$ cat src/rtl/stack_pkg.sv
`default_nettype none
// ============================================================================
// Module      : stack_pkg
// Description : Shared arbiter FSM encoding and default datapath widths.
// Revision    : 1.0 - initial release
// ============================================================================
package stack_pkg;

   localparam int C_ADDR_W_DEFAULT = 8;
   localparam int C_DATA_W_DEFAULT = 8;

   typedef enum logic [2:0] {
      ST_IDLE    = 3'd0,
      ST_GRANT_F = 3'd1,
      ST_GRANT_E = 3'd2,
      ST_ACK_F   = 3'd3,
      ST_ACK_E   = 3'd4
   } arb_state_e;

endpackage
`default_nettype wire

$ cat src/rtl/mem_arb_starve_ctr.sv
`default_nettype none
// ============================================================================
// Module      : mem_arb_starve_ctr
// Description : Counts consecutive exec grants taken while fetch is waiting.
//               o_at_limit tells the arbiter to hand the next slot to fetch.
// Revision    : 1.0 - initial release
// ============================================================================
module mem_arb_starve_ctr #(
   parameter int STARVE_LIMIT = 4
) (
   input  logic clk,
   input  logic rst,
   input  logic i_inc,
   input  logic i_clr,
   output logic o_at_limit
);

   localparam int C_CNT_W = $clog2(STARVE_LIMIT + 1);

   logic [C_CNT_W-1:0] cnt_q;
   logic [C_CNT_W-1:0] cnt_d;

   // Clear has priority; the count saturates at the limit.
   always_comb begin
      cnt_d = cnt_q;
      if (i_clr) begin
         cnt_d = '0;
      end else if (i_inc && (cnt_q != C_CNT_W'(STARVE_LIMIT))) begin
         cnt_d = cnt_q + 1'b1;
      end
   end

   // Streak register.
   always_ff @(posedge clk) begin
      if (rst) begin
         cnt_q <= '0;
      end else begin
         cnt_q <= cnt_d;
      end
   end

   assign o_at_limit = (cnt_q == C_CNT_W'(STARVE_LIMIT));

endmodule
`default_nettype wire

$ cat src/rtl/mem_arbiter.sv
`default_nettype none
// ============================================================================
// Module      : mem_arbiter
// Description : Two-requester (fetch/exec) arbiter for a single-port
//               synchronous memory. Exec has priority; every access takes
//               IDLE -> GRANT -> ACK. Optional anti-starvation for fetch is
//               enabled by defining MEM_ARB_STARVE_EN.
// Revision    : 1.0 - initial release
// ============================================================================
module mem_arbiter
   import stack_pkg::*;
#(
   parameter int ADDR_W       = C_ADDR_W_DEFAULT,
   parameter int DATA_W       = C_DATA_W_DEFAULT,
   parameter int STARVE_LIMIT = 4
) (
   input  logic              clk,
   input  logic              rst,
   input  logic              f_req,
   output logic              f_ack,
   input  logic [ADDR_W-1:0] f_addr,
   input  logic              e_req,
   input  logic              e_we,
   output logic              e_ack,
   input  logic [ADDR_W-1:0] e_addr,
   input  logic [DATA_W-1:0] e_wdata,
   output logic [DATA_W-1:0] rd_data,
   output logic              mem_rd,
   output logic              mem_wr,
   output logic [ADDR_W-1:0] mem_addr,
   output logic [DATA_W-1:0] mem_wdata,
   input  logic [DATA_W-1:0] mem_rdata
);

   arb_state_e        state_q, state_d;
   logic [ADDR_W-1:0] addr_q, addr_d;
   logic [DATA_W-1:0] wdata_q, wdata_d;
   logic              we_q, we_d;
   logic              mem_rd_q, mem_rd_d;
   logic              mem_wr_q, mem_wr_d;
   logic              f_ack_q, f_ack_d;
   logic              e_ack_q, e_ack_d;
   logic              rd_sel_q, rd_sel_d;

   logic              w_idle;
   logic              w_starve;
   logic              w_pick_f;
   logic              w_pick_e;

   // Winner selection in IDLE; w_starve comes straight from a register.
   assign w_idle   = (state_q == ST_IDLE);
   assign w_pick_f = f_req & (~e_req | w_starve);
   assign w_pick_e = e_req & ~w_pick_f;

`ifdef MEM_ARB_STARVE_EN
   mem_arb_starve_ctr #(
      .STARVE_LIMIT (STARVE_LIMIT)
   ) u_starve_ctr (
      .clk        (clk),
      .rst        (rst),
      .i_inc      (w_idle & w_pick_e & f_req),
      .i_clr      (w_idle & (~f_req | w_pick_f)),
      .o_at_limit (w_starve)
   );
`else
   assign w_starve = 1'b0;
`endif

   // Next-state, operand latch and next-cycle strobe/ack computation.
   always_comb begin
      state_d  = state_q;
      addr_d   = addr_q;
      wdata_d  = wdata_q;
      we_d     = we_q;
      mem_rd_d = 1'b0;
      mem_wr_d = 1'b0;
      f_ack_d  = 1'b0;
      e_ack_d  = 1'b0;
      rd_sel_d = 1'b0;
      case (state_q)
         ST_IDLE: begin
            if (w_pick_e) begin
               state_d  = ST_GRANT_E;
               addr_d   = e_addr;
               wdata_d  = e_wdata;
               we_d     = e_we;
               mem_wr_d = e_we;
               mem_rd_d = ~e_we;
            end else if (w_pick_f) begin
               state_d  = ST_GRANT_F;
               addr_d   = f_addr;
               wdata_d  = '0;
               we_d     = 1'b0;
               mem_rd_d = 1'b1;
            end
         end
         ST_GRANT_F: begin
            state_d  = ST_ACK_F;
            f_ack_d  = 1'b1;
            rd_sel_d = 1'b1;
         end
         ST_GRANT_E: begin
            state_d  = ST_ACK_E;
            e_ack_d  = 1'b1;
            rd_sel_d = ~we_q;
         end
         ST_ACK_F, ST_ACK_E: begin
            state_d = ST_IDLE;
         end
         default: begin
            state_d = ST_IDLE;
         end
      endcase
   end

   // State, latched operands and registered outputs.
   always_ff @(posedge clk) begin
      if (rst) begin
         state_q  <= ST_IDLE;
         addr_q   <= '0;
         wdata_q  <= '0;
         we_q     <= 1'b0;
         mem_rd_q <= 1'b0;
         mem_wr_q <= 1'b0;
         f_ack_q  <= 1'b0;
         e_ack_q  <= 1'b0;
         rd_sel_q <= 1'b0;
      end else begin
         state_q  <= state_d;
         addr_q   <= addr_d;
         wdata_q  <= wdata_d;
         we_q     <= we_d;
         mem_rd_q <= mem_rd_d;
         mem_wr_q <= mem_wr_d;
         f_ack_q  <= f_ack_d;
         e_ack_q  <= e_ack_d;
         rd_sel_q <= rd_sel_d;
      end
   end

   assign mem_rd    = mem_rd_q;
   assign mem_wr    = mem_wr_q;
   assign mem_addr  = addr_q;
   assign mem_wdata = wdata_q;
   assign f_ack     = f_ack_q;
   assign e_ack     = e_ack_q;
   // Memory read data is only valid in the ACK cycle of a read.
   assign rd_data   = rd_sel_q ? mem_rdata : '0;

endmodule
`default_nettype wire

$ cat config.mk
export PLATFORM = sky130hd
export DESIGN_NAME = mem_arbiter
export DESIGN_NICKNAME = d
export VERILOG_FILES = /design/src/rtl/stack_pkg.sv /design/src/rtl/mem_arb_starve_ctr.sv /design/src/rtl/mem_arbiter.sv
export SDC_FILE = /design/constraint.sdc
export NUM_CORES = 1
export LEC_CHECK = 0
export ABC_AREA = 0
export CAP_MARGIN = 15
export CORE_ASPECT_RATIO = 0.75
export CORE_MARGIN = 2
export CORE_UTILIZATION = 38
export CTS_CLUSTER_DIAMETER = 30
export DETAILED_ROUTE_END_ITERATION = 10
export PLACE_DENSITY = 0.81
export SETUP_SLACK_MARGIN = 0.1
export SLEW_MARGIN = 15
export SYNTH_ARGS = -nofsm -noshare
export SYNTH_HDL_FRONTEND = slang
export SYNTH_SLANG_ARGS = --single-unit
$ cat constraint.sdc
create_clock -name clk -period 2.5 [get_ports clk]
set_input_delay 0.625 -clock clk [delete_from_list [all_inputs] [get_ports clk]]
set_output_delay 0.625 -clock clk [all_outputs]
set_load 0.05 [all_outputs]
Word-level counts from Yosys, hierarchy flattened. Index checks and enable logic that the tools add are counted.

Register bits: 25. Bits in latches: 0. Memory bits (writable): 0. Memory bits (read-only): 0. Bits of input ports: 37. Output and inout bits: 28. Logic and storage cells: 40. Memories kept: 0.

Add/sub/neg operators: 0. Multiply operators: 0. Divide/modulo/power cells: 0. Magnitude comparators: 0. Eq/ne operators: 3. Shifts and indexed selects: 0. Muxes and demuxes: 15. Bitwise operators: 8. Reduce and logical (&&, ||, !) cells: 5.

Operators by type and width (number): 8-bit 2-to-1 mux (5); 3-bit one-hot mux with 3 select lines (1); 1-bit 2-to-1 mux (6); 3-bit 2-to-1 mux (2); 1-bit inverter (6); 3-bit by 1-bit == test with 1-bit output (second input constant) (1); 3-bit by 2-bit == test with 1-bit output (second input constant) (1); 3-bit zero test (1); 3-bit by 1-bit inequality test with 1-bit output (second input constant) (1); 3-bit OR reduction (1); 1-bit bitwise AND (2); 1-bit one-hot mux with 2 select lines (1); 2-bit AND reduction (1); 2-bit nonzero test (1); 2-bit OR reduction (1).

Depth between registers and ports, before layout. Gate-level depths: netlist of the first run.

Depth after elaboration: 6. Mapped depth: 4.

Least setup slack after synthesis of the first run. OpenSTA, ideal clock, no wires.

Path type: input -> output. Start point: input mem_rdata[0]. End point: output rd_data[0]. Arrival time: 1037 ps. Required time: 1875 ps. Slack: 838 ps. Cell stages on the path: 1. Buffers on the path: 0. Cell sequence: and2_1.

Longest elaborated chain between the ends: 1.

Ends and longest elaborated chain: start: declaration (line mem_arbiter.sv:32) `input logic [DATA_W-1:0] mem_rdata`; 8-bit 2-to-1 mux (line mem_arbiter.sv:148) `assign rd_data = rd_sel_q ? mem_rdata : '0;`; end: declaration (line mem_arbiter.sv:27) `output logic [DATA_W-1:0] rd_data,`.

Every way passes these cells.

Worst setup path after layout of the first run.
Start point: register wdata_q[7] (netlist: mem_wdata[7]). End point: output mem_wdata[7].

RTL lines: start: declaration (line mem_arbiter.sv:37) `logic [DATA_W-1:0] wdata_q, wdata_d;`; start signal: assignment (line mem_arbiter.sv:131) `wdata_q <= wdata_d;`; end: declaration (line mem_arbiter.sv:31) `output logic [DATA_W-1:0] mem_wdata,`.

No word-level cell between the ends.

==> results.txt, run 1 <==
syn nets: 127
relative slew slack: 0.648
FF-to-FF Start: state_q[2]
share of the synthesized area in the top cell type: 0.508
Die Height: 48.1 um
WP data arrival: 1520 ps
Slew @ Worst Pin: 526 ps
CTS max path bufs: 2
GPL Wtd Cong: 0.743
total power: 1.01 mW
final worst slack: 356 ps
Starting Density: 0.414
Reg2Reg Depth: 4
dpl cells: 185
placement row count: 15
Core Util, Final: 0.738
Pre-Repair DR Iteration Count: 4
Required @ worst endpoint: 1880 ps
H-tree depth: 1
full die area: 3020 sq um
RSZ-0062 raised after global routing: no
Psw: 345 uW
dominant cells by area after synthesis: dfxtp_1 (51%), mux2i_1 (8.1%), a22o_1 (7.1%)
Setup violations, final: 0
post-DP HPWL: 2.26 mm
Root Buffer: clkbuf_4
initial antenna violation count: 0
share of layout cells above drive strength 1: 0.116
io pins: 65
CP Class: reg2out
Comb power frac: 0.369
non-filler cells, final: 189
Worst Hold Class: reg2reg
Fmax: 0.466 GHz
CTS clk-pin slew, worst paths: 120 ps
worst hold slack: 486 ps
crit path cell chain: clkdlybuf4s50_1
setup TNS: 0 ps
layout net count: 193
first-pass GRT wire length: 4.32 mm
Tot GR Track Use: 0.190
IO Port Bufs: 64
sequential-to-total area share from yosys stat: 0.508
VDD IR max: 0.411 mV
CP bufs+invs: 1
commonest non-fill, non-tap cells in the layout: clkdlybuf4s50_1 (56), dfxtp_1 (25), a21oi_1 (9)
#FFs+latches synth: 25
PD cells: 573 nW/um^2
internal power: 663 uW
Placement Cell Area: 1730 sq um
Skew-Pair Late Insertion Delay: 320 ps
most common cell after layout, fill and taps aside: clkdlybuf4s50_1
slowest cell on the critical path: clkdlybuf4s50_1
Max stage delay on crit path: 830 ps
Setup Skew: 7.35 ps
hold depth: 1
Period Utilization, post-route: 0.858
Die W: 62.8 um
# diodes: 0
routed len/inst: 15.2 um
Residual DRC: 0
clock share of power: 0.179
Cells after Synth: 90
pin count of the biggest net entering global routing: 14
DR iter-0 viols: 12
max-cap violations: 0
Via density: 5.14
DP Worst Slack: 458 ps
YS warnings: 0
Post-Syn Area per Cell: 11.0 sq um
clk sink count: 25
post-cts sizing count: 0
Yosys top cell by area: dfxtp_1
capturing point of the worst reg2reg path: mem_wdata[1]
CORE AREA: 2380 sq um
Area Growth Syn to Fin: 78.3%
delay-heaviest family, CP: buffers and inverters
final WL: 2.87 mm
Max Fanout on Critical Path: 2
grt ovf: 0
vias in the first global route: 942
total number of vias: 972
Final Max Tran Viols: 0
status: complete, no violations
reg-to-reg slack, setup: 1210 ps
Num CTS Buffers: 3
Worst setup SP type: register
LEAKAGE: 0.701 nW
post-CTS setup buffers: 0
hold endpoint: we_q
final hold vios: 0
CTS tree: yes
cts hold-fix bufs: 0
synth unique cells: 22
final worst path period need: 2140 ps
post-synthesis cell area: 986 sq um
Hold Crit Start: we_q
Seq pwr share: 0.452
crit path capture type: output pin
sw frac: 0.342
final non-filler cell area: 1760 sq um
Final ANT Viol Nets: 0
power groups by stage:
stage	Combinational, mW	Clock [mW]	Sequential [mW]
after CTS	0.373	0.181	0.455
after floorplan	0.115	0	0.561
final	0.372	0.180	0.456
after global routing	0.389	0.194	0.461
after global placement	0.365	0	0.462
after detailed placement	0.372	0	0.463
layer usage:
| layer | track usage | wire [um] | up-vias | share of wire |
|---|---|---|---|---|
| met5 | 0 | 0 | - | 0 |
| li1 | - | - | 457 | - |
| met3 | 0.0808 | 243 | 4 | 0.085 |
| met1 | 0.199 | 1160 | 460 | 0.40 |
| met4 | 0.0667 | 36 | 0 | 0.013 |
| met2 | 0.363 | 1440 | 51 | 0.50 |
sequential cells by signal, summed over array words and instances (netlist names):
register / cells
we_q: 1
e_ack: 1
mem_addr: 8
mem_wdata: 8
f_ack: 1
state_q: 3
rd_sel_q: 1
mem_rd: 1
mem_wr: 1
synth_stat cells (all sizes together):
master	n
nor3	1
inv	1
o21a	2
mux2i	8
nor2	2
dfxtp	25
buf	4
and2	10
and4	1
nor4b	2
a21oi	10
o21ba	1
a21o	2
a211oi	8
a22o	8
nor2b	1
clkbuf	2
and3	2
area by class of cell:
| class | instances | area [sq um] |
|---|---|---|
| flip-flops and latches | 25 | 500 |
| multi-input cells | 58 | 442 |
| fillers | 185 | 626 |
| clock buffers | 4 | 26.3 |
| well taps | 34 | 42.5 |
| repair buffers | 67 | 743 |
| inverters | 1 | 3.75 |
kinds of logic after synthesis:
kind of cell	count (synthesis)	share of synthesized area
buf+inv	7	0.0444
mux	8	0.0812
compound gates	31	0.241
flops	25	0.508
simple gates	19	0.126
worst max-delay path by stage:
stage / startpoint / to / slack, ps / depth (start not counted)
2_1_floorplan: mem_rdata[0] / rd_data[0] / 840 / 1
6_report: mem_wdata[7] / mem_wdata[7] / 360 / 1
3_5_place_dp: mem_rdata[3] / rd_data[3] / 460 / 3
3_3_place_gp: mem_rdata[6] / rd_data[6] / 480 / 3
5_1_grt: mem_addr[0] / mem_addr[0] / 300 / 1
4_1_cts: mem_wdata[7] / mem_wdata[7] / 360 / 1
(Power assumes the default switching activity.)
==> inputs of run 2 (changes only) <==
--- a/config.mk
+++ b/config.mk
@@ -7,12 +7,14 @@
 export LEC_CHECK = 0
 export ABC_AREA = 0
 export CAP_MARGIN = 15
+export CELL_PAD_IN_SITES_DETAIL_PLACEMENT = 0
+export CELL_PAD_IN_SITES_GLOBAL_PLACEMENT = 2
 export CORE_ASPECT_RATIO = 0.75
 export CORE_MARGIN = 2
-export CORE_UTILIZATION = 38
+export CORE_UTILIZATION = 17
 export CTS_CLUSTER_DIAMETER = 30
 export DETAILED_ROUTE_END_ITERATION = 10
-export PLACE_DENSITY = 0.81
+export PLACE_DENSITY = 0.69
 export SETUP_SLACK_MARGIN = 0.1
 export SLEW_MARGIN = 15
 export SYNTH_ARGS = -nofsm -noshare
==> constraint.sdc (replaced) <==
create_clock -name clk -period 1.75 [get_ports clk]
set_input_delay 0.4375 -clock clk [delete_from_list [all_inputs] [get_ports clk]]
set_output_delay 0.4375 -clock clk [all_outputs]
set_load 0.05 [all_outputs]
==> run 2 against run 1 <==
  * Clock skew grew 8.0 ps
  * Sequential power rose by 43%
  * Global-route usage down 9.2 points
  * Non-clock buffer count up 3
  * Critical endpoint is now rd_data[6]
  * Largest power group unchanged
==> results.txt, run 2 (synthesis results as in run 1) <==
DP Worst Slack: -6.33 ps (-465 ps)
fillers: 588 (+220%)
commonest non-fill, non-tap cells in the layout: clkdlybuf4s50_1 (36), buf_4 (26), dfxtp_1 (25)
H-tree depth: 1 (unchanged)
Area Growth Syn to Fin: 85.2%
first-pass GRT wire length: 5.00 mm (+16%)
Worst setup SP type: input port
total number of vias: 942 (-3.1%)
footprint of the multi-input gates: 462 sq um (+4.5%)
Tot GR Track Use: 0.0975 (-0.0924)
IO Port Bufs: 64 (unchanged)
Worst Hold Class: reg2reg
GPL Wtd Cong: 0.667 (-10%)
Period Utilization, post-route: 0.925
CTS tree: yes
Fmax: 0.618 GHz
most common cell after layout, fill and taps aside: clkdlybuf4s50_1
Die Height: 70.0 um (+45%)
share of layout cells above drive strength 1: 0.316 (+0.200)
CTS max path bufs: 2 (unchanged)
total power: 1.54 mW (+53%)
Final Max Tran Viols: 0 (unchanged)
initial antenna violation count: 0 (unchanged)
full die area: 6430 sq um (+110%)
Worst Setup SP: mem_rdata[6]
Final ANT Viol Nets: 0 (unchanged)
Die W: 91.9 um (+46%)
Hold Crit Start: we_q
Skew-Pair Late Insertion Delay: 280 ps (-40 ps)
Max Fanout on Critical Path: 1 (-1)
final worst path period need: 1620 ps
max-cap violations: 0 (unchanged)
DR iter-0 viols: 11 (-1)
WP data arrival: 1180 ps (-340 ps)
# diodes: 0 (unchanged)
Num CTS Buffers: 3 (unchanged)
vias in the first global route: 967 (+2.7%)
post-DP HPWL: 2.48 mm (+9.7%)
layout net count: 196 (+1.6%)
relative slew slack: 0.743 (+0.0946)
Root Buffer: clkbuf_8
Starting Density: 0.180 (-0.233)
CORE AREA: 5470 sq um (+130%)
FF+latch area: 500 sq um (unchanged)
VDD IR max: 0.326 mV (-21%)
Pre-Repair DR Iteration Count: 4 (unchanged)
Via density: 4.04 (-21%)
placement row count: 23 (+8)
final worst slack: 131 ps (-225 ps)
final WL: 3.03 mm (+5.6%)
FF-to-FF Start: state_q[2]
CTS clk-pin slew, worst paths: 80 ps (-40 ps)
pin count of the biggest net entering global routing: 17 (+3)
Setup violations, final: 0 (unchanged)
Slew @ Worst Pin: 384 ps (-142 ps)
final hold vios: 0 (unchanged)
Setup Skew: 15.4 ps (+8.02 ps)
io pins: 65 (unchanged)
CP Class: in2out
RSZ-0062 raised after global routing: no
routed len/inst: 13.0 um (-14%)
crit path capture type: output pin
Residual DRC: 0 (unchanged)
Required @ worst endpoint: 1310 ps (-570 ps)
grt ovf: 0 (unchanged)
clk sink count: 25 (unchanged)
status: complete, no violations
LEAKAGE: 0.773 nW (+10%)
worst hold slack: 464 ps (-21.6 ps)
PD cells: 845 nW/um^2 (+47%)
run 2: routing by layer:
| metal | global-route usage | up-vias | part of all wire |
|---|---|---|---|
| met5 | 0 | - | 0 |
| met1 | 0.125 | 435 | 0.47 |
| met4 | 0.0199 | 0 | 0.0056 |
| li1 | - | 468 | - |
| met3 | 0.0302 | 2 | 0.065 |
| met2 | 0.162 | 37 | 0.46 |
run 2: cell type report:
class	count	share of cell area
clock buffer	3	0.0226
timing repair buffer	70	0.392
sequential	25	0.274
inverter	1	0.00206
multi-input combinational	58	0.253
tap	75	0.0514
clock inverter	1	0.00480
run 2: report_power, final:
| group | internal (mW) | switching [mW] |
|---|---|---|
| Combinational | 0.237 | 0.295 |
| Clock | 0.167 | 0.192 |
| Sequential | 0.619 | 0.0337 |
run 2: per-stage QoR:
step / util / setup TNS [ps] / cell area [sq um] / std cells
after CTS: 0.332 / 0 / 1820 / 233
after global routing: 0.334 / 0 / 1830 / 233
after detailed placement: 0.321 / -8.04 / 1760 / 229
after global placement: 0.321 / 0 / 1760 / 229
after floorplan: - / 0 / 986 / 90
final: 0.334 / 0 / 1830 / 233
run 2: path summary, 6_finish.rpt:
kind	end	slack [ps]	cells past startpoint
worst min register to register	we_q	460	1
worst min-delay path	we_q	460	1
worst max-delay path	rd_data[6]	130	3
worst max register to register	mem_wdata[1]	420	3
run 2: timing repair:
action                                  4_1_cts  5_1_grt
buffers inserted                              0        0
endpoints found under the setup margin        4        4
gates resized for setup                       4        4
endpoints found under the hold margin         0        0
hold buffers                                  0        0
run 2: critical path, stage by stage:
cell and delay [ps]:
clkdlybuf4s50_1 460, and2_4 150, buf_12 130
